[src/rtl/nibble_serial_adder.sv]
// nibble_serial_adder: WIDTH-bit add done one nibble per clock on a single
// shared 4-bit ripple-carry slice, LSB nibble first, under a start/done
// handshake.
// Optional feature macro: NSA_SUBTRACT_EN (adds the `sub` port for a - b).

module nibble_serial_adder #(
  parameter int WIDTH = 16
) (
  input  logic             clk,
  input  logic             rst,
  input  logic             start,
  input  logic [WIDTH-1:0] a,
  input  logic [WIDTH-1:0] b,
  input  logic             carry_start,
`ifdef NSA_SUBTRACT_EN
  input  logic             sub,
`endif
  output logic             busy,
  output logic             done,
  output logic [WIDTH-1:0] sum,
  output logic             carry
);

  localparam int NIB = WIDTH / 4;
  localparam int IW  = (NIB > 1) ? $clog2(NIB) : 1;

  generate
    if ((WIDTH % 4) != 0 || WIDTH < 4) begin : g_bad_width
      $error("nibble_serial_adder: WIDTH must be a multiple of 4 and >= 4");
    end
  endgenerate

  typedef enum logic [1:0] {
    S_IDLE = 2'd0,
    S_RUN  = 2'd1,
    S_DONE = 2'd2
  } state_t;

  state_t           state_q, state_d;
  logic [WIDTH-1:0] a_q, a_d;
  logic [WIDTH-1:0] b_q, b_d;
  logic [WIDTH-1:0] work_q, work_d;
  logic             c_q, c_d;
  logic [IW-1:0]    idx_q, idx_d;
  logic [WIDTH-1:0] sum_q, sum_d;
  logic             carry_q, carry_d;

  logic [3:0]       a_nibs [NIB];
  logic [3:0]       b_nibs [NIB];
  logic [3:0]       nib_a, nib_b, nib_sum;
  logic             nib_cout;
  logic             last_nib;

  // Split the latched operands into nibbles so the slice input is a plain mux.
  genvar gi;
  generate
    for (gi = 0; gi < NIB; gi++) begin : g_nib
      assign a_nibs[gi] = a_q[4*gi +: 4];
      assign b_nibs[gi] = b_q[4*gi +: 4];
    end
  endgenerate

  assign nib_a    = a_nibs[idx_q];
  assign nib_b    = b_nibs[idx_q];
  assign last_nib = (idx_q == IW'(NIB - 1));

  // The one and only adder slice, time-shared across all nibbles.
  rca_4bit u_rca (
    .a    (nib_a),
    .b    (nib_b),
    .cin  (c_q),
    .s    (nib_sum),
    .cout (nib_cout)
  );

  // State register plus all datapath registers; reset aborts any operation.
  always_ff @(posedge clk or posedge rst) begin
    if (rst) begin
      state_q <= S_IDLE;
      a_q     <= '0;
      b_q     <= '0;
      work_q  <= '0;
      c_q     <= 1'b0;
      idx_q   <= '0;
      sum_q   <= '0;
      carry_q <= 1'b0;
    end else begin
      state_q <= state_d;
      a_q     <= a_d;
      b_q     <= b_d;
      work_q  <= work_d;
      c_q     <= c_d;
      idx_q   <= idx_d;
      sum_q   <= sum_d;
      carry_q <= carry_d;
    end
  end

  // Next-state logic: IDLE -> RUN on start, RUN until last nibble, one DONE cycle.
  always_comb begin
    state_d = state_q;
    case (state_q)
      S_IDLE:  if (start) state_d = S_RUN;
      S_RUN:   if (last_nib) state_d = S_DONE;
      S_DONE:  state_d = S_IDLE;
      default: state_d = S_IDLE;
    endcase
  end

  // Datapath next values: operand capture in IDLE, one nibble per RUN cycle.
  always_comb begin
    a_d     = a_q;
    b_d     = b_q;
    work_d  = work_q;
    c_d     = c_q;
    idx_d   = idx_q;
    sum_d   = sum_q;
    carry_d = carry_q;
    case (state_q)
      S_IDLE: begin
        if (start) begin
          a_d   = a;
          b_d   = b;
          c_d   = carry_start;
          idx_d = '0;
`ifdef NSA_SUBTRACT_EN
          // Two's-complement subtract: a + ~b + 1, so carry=1 means no borrow.
          if (sub) begin
            b_d = ~b;
            c_d = 1'b1;
          end
`endif
        end
      end
      S_RUN: begin
        for (int i = 0; i < NIB; i++) begin
          if (idx_q == IW'(i)) work_d[4*i +: 4] = nib_sum;
        end
        c_d = nib_cout;
        if (last_nib) begin
          // On the last nibble work_d already holds every finished nibble.
          sum_d   = work_d;
          carry_d = nib_cout;
        end else begin
          idx_d = idx_q + IW'(1);
        end
      end
      default: ;
    endcase
  end

  // Outputs: handshake decoded from state, results straight from registers.
  always_comb begin
    busy  = (state_q == S_RUN) || (state_q == S_DONE);
    done  = (state_q == S_DONE);
    sum   = sum_q;
    carry = carry_q;
  end

endmodule

// rca_4bit: plain 4-bit ripple-carry adder slice.
module rca_4bit (
  input  logic [3:0] a,
  input  logic [3:0] b,
  input  logic       cin,
  output logic [3:0] s,
  output logic       cout
);

  logic [4:0] c;

  assign c[0] = cin;

  genvar gi;
  generate
    for (gi = 0; gi < 4; gi++) begin : g_fa
      assign s[gi]   = a[gi] ^ b[gi] ^ c[gi];
      assign c[gi+1] = (a[gi] & b[gi]) | (c[gi] & (a[gi] ^ b[gi]));
    end
  endgenerate

  assign cout = c[4];

endmodule
[config.mk]
export PLATFORM = sky130hd
export DESIGN_NAME = nibble_serial_adder
export DESIGN_NICKNAME = d
export VERILOG_FILES = /design/src/rtl/nibble_serial_adder.sv
export SDC_FILE = /design/constraint.sdc
export NUM_CORES = 1
export LEC_CHECK = 0
export BUFFER_PORTS_ARGS = -buffer_cell sky130_fd_sc_hd__buf_2
export CAP_MARGIN = 15
export CORE_ASPECT_RATIO = 1.2
export CORE_MARGIN = 4
export CORE_UTILIZATION = 50
export DETAILED_ROUTE_END_ITERATION = 8
export PLACE_DENSITY = 0.72
export RECOVER_POWER = 50
export SLEW_MARGIN = 15
export SYNTH_ARGS = -nofsm -noshare
export SYNTH_HDL_FRONTEND = slang
export SYNTH_SLANG_ARGS = --single-unit
[constraint.sdc]
create_clock -name clk -period 6.05 [get_ports clk]
set_input_delay 0.3025 -clock clk [delete_from_list [all_inputs] [get_ports clk]]
set_output_delay 0.3025 -clock clk [all_outputs]
set_load 0.05 [all_outputs]
==> results.tsv <==
stage	metric	value	unit
run_status	outcome	finished, violations left	
run_status	violations	capacitance limit, slew limit	
detailed_routing	wl_per_cell	15.0	um
worst_setup_path	cpMaxStageDelayCell	dfrtp_1	
timing	report.final.setup_viol	0	
place	dp.final_hpwl	3970	um
logic_synthesis	synth_ff_type	dfrtp_1	
place	dp_cells	360	
worst_setup_path	critPathTopFamily	adder cells	
cts	cts_root_buffer	clkbuf_8	
logic_synthesis	ys_warn_count	0	
worst_setup_path	worstPathMaxFanout	14	
timing	timing.final.crit_share	0.562	
worst_setup_path	r2r_end	sum[7]	
cts	clkTransAtPathRegs	0.06	ns
cts	cts_num_sinks	66	
cells_and_area	nets	336	
worst_setup_path	critical_path_buf_inv_count	4	
worst_setup_path	endpoint_kind	flop	
floorplan	row_count	31	
cts	htree_levels	3	
logic_synthesis	syn_nets	283	
worst_setup_path	arrival	3.64	ns
detailed_routing	dr.pass1.iters	4	
worst_setup_path	path_cells	mux4_1, inv_1, fa_1, inv_1, fa_1, fa_1, inv_1, fa_1, inv_1, mux2i_1, o21ai_0	
logic_synthesis	synth.most_common_cell	dfrtp_1	
cts	ctsHoldBuffers	0	
cells_and_area	fin_area	3600	um2
logic_synthesis	synth.area.top_cells	dfrtp_1 (52%), mux2_4 (14%), mux4_1 (5.0%)	
timing	fin_crit	3.40	ns
logic_synthesis	netlist.area_leader.share	0.520	
floorplan	ios	55	
cts	ctsResizeCount	0	
global_route	grt_pass1_wl	9230	um
worst_setup_path	reg2regPathDepth	11	
floorplan	die_area	7700	um2
cells_and_area	finalNonFillerCells	372	
timing	final_hold_viol_count	0	
cts	cts_setup_buffers	0	
worst_hold_path	worstHoldStart	a[15]	
cells_and_area	nFillCells	527	
global_route	antenna_found_initial	0	
floorplan	dieWidth	80.8	um
logic_synthesis	synth_area_leader_cell	dfrtp_1	
worst_setup_path	worstPathRequired	6.29	ns
timing	fmax	294	MHz
logic_synthesis	syn_area	3180	um2
logic_synthesis	synth_cell_types	27	
timing	slew_headroom	-1.27	
cts	cts_inserted_buffers	9	
detailed_routing	drtIter0Drc	101	
timing	tns	0	ns
cts	clock_latency	0.34	ns
global_route	grt_overflow	0	
logic_synthesis	synth_common_cells	dfrtp_1 (66), nand2_1 (33), mux2_4 (29), o21ai_0 (23), inv_1 (16)	
logic_synthesis	async_reset_ff_frac	1.00	
global_route	grt_max_degree	67	
timing	hold_ws	0.188	ns
logic_synthesis	yosysSeqAreaShare	0.520	
timing	tightest_slew	3.40	ns
flow_run	maxCapViolCount	1	
worst_setup_path	cp_slowest_stage_delay	0.71	ns
global_route	grtUsageTotal	0.165	
global_route	grt_pass1_vias	1948	
floorplan	die_h	95.3	um
place	post_dp_cell_area	3470	um2
worst_setup_path	worstReg2RegStart	idx_q[0]	
worst_setup_path	cp-endpoint	sum[7]	
detailed_routing	drc	0	
detailed_routing	final_antenna_net_count	0	
timing	skew	0.00536	ns
timing	slew_violations	67	
cts	cts_tree	built	
cells_and_area	synthToLayoutAreaGrowth	13.3	%
worst_setup_path	start_kind	flop	
worst_setup_path	crit_cells	11	
place	place.gp.congestion	0.717	
detailed_routing	wl	5590	um
worst_setup_path	crit_type	reg -> reg	
floorplan	start_util	0.522	
worst_hold_path	hp-class	in -> reg	
detailed_routing	viasPerCell	5.03	
logic_synthesis	synth_seq_cells	66	
worst_setup_path	crit_path_start	idx_q[0]	
floorplan	coreArea	6090	um2
cts	clk_path_buf_depth	2	
logic_synthesis	synthCells	236	
place	port_buffers	54	
worst_setup_path	r2r_slack	2.65	ns
timing	rsz0062_at_grt	no	
detailed_routing	vias	1871	
logic_synthesis	syn_area_per_cell	13.5	um2
cells_and_area	drive_gt1_frac	0.338	
cells_and_area	antennaDiodeCount	0	
logic_synthesis	synth_edf_count	0	
## worst min path at each step
stage                      endpoint  slack, ns  depth (start not counted)
after detailed placement  work_q[0]       0.47                          2
after CTS                   a_q[15]       0.18                          2
after global routing        a_q[10]       0.17                          2
after global placement       sum[8]       0.46                          2
after floorplan           work_q[0]       0.44                          2
final                       a_q[15]       0.19                          2
## cell families after synthesis
family	after synthesis	share of synthesized area
AOI/OAI and AO/OA	33	0.0575
adders and majority gates	11	0.0528
buffers and inverters	29	0.0468
DFF	66	0.520
muxes	57	0.267
and+or+nand+nor	40	0.0559
## worst reg2reg max path, stage by stage (launching register included)
cell	delay (ns)
dfrtp_1	0.71
mux4_1	0.65
inv_1	0.09
fa_1	0.16
inv_1	0.05
fa_1	0.37
fa_1	0.36
inv_1	0.07
fa_1	0.47
inv_1	0.13
mux2i_1	0.08
o21ai_0	0.16
## cell type report
cell class | count | area [um2] | area share
inverter | 16 | 60.1 | 0.0167
sequential | 66 | 1650 | 0.459
tap | 82 | 103 | 0.0285
clock buffer | 11 | 141 | 0.0393
timing repair buffer | 55 | 263 | 0.0730
multi-input combinational | 141 | 1380 | 0.383
clock inverter | 1 | 5.00 | 0.00139
## registers in the layout, summed over array words and instances, names as in the netlist
name	cells
b_q	16
sum	16
a_q	16
work_q	12
carry	1
idx_q	2
c_q	1
state_q	2
## layout by cell type, fill, tap and decap left out, drive strengths merged
cell    count
buf        45
ha          7
nand2b      2
or2         1
nand2      34
a21oi       4
inv        16
and2        1
o22ai       1
o21bai      1
mux4        8
o21ai      23
clkinv      1
a22o        2
nor2        1
dfrtp      66
fa          4
o32ai       1
clkbuf     21
mux2       38
mux2i      11
o21a        1
nor2b       1
## stage by stage
step	worst slack (ns)	util
5_1_grt	2.03	0.591
6_report	2.65	0.591
4_1_cts	2.60	0.594
3_5_place_dp	2.62	0.570
3_3_place_gp	2.79	0.570
2_1_floorplan	3.13	-
## layer usage
metal  GRT usage  vias up  share of wire
li1            -      912              -
met5           0        -              0
met2       0.261       54           0.48
met3      0.0501        9          0.060
met4      0.0887        0          0.021
met1       0.201      896           0.44
Power is left out: the tool's default activity adds up to more than one toggle a clock period on the data nets, which glitch-free logic cannot reach.
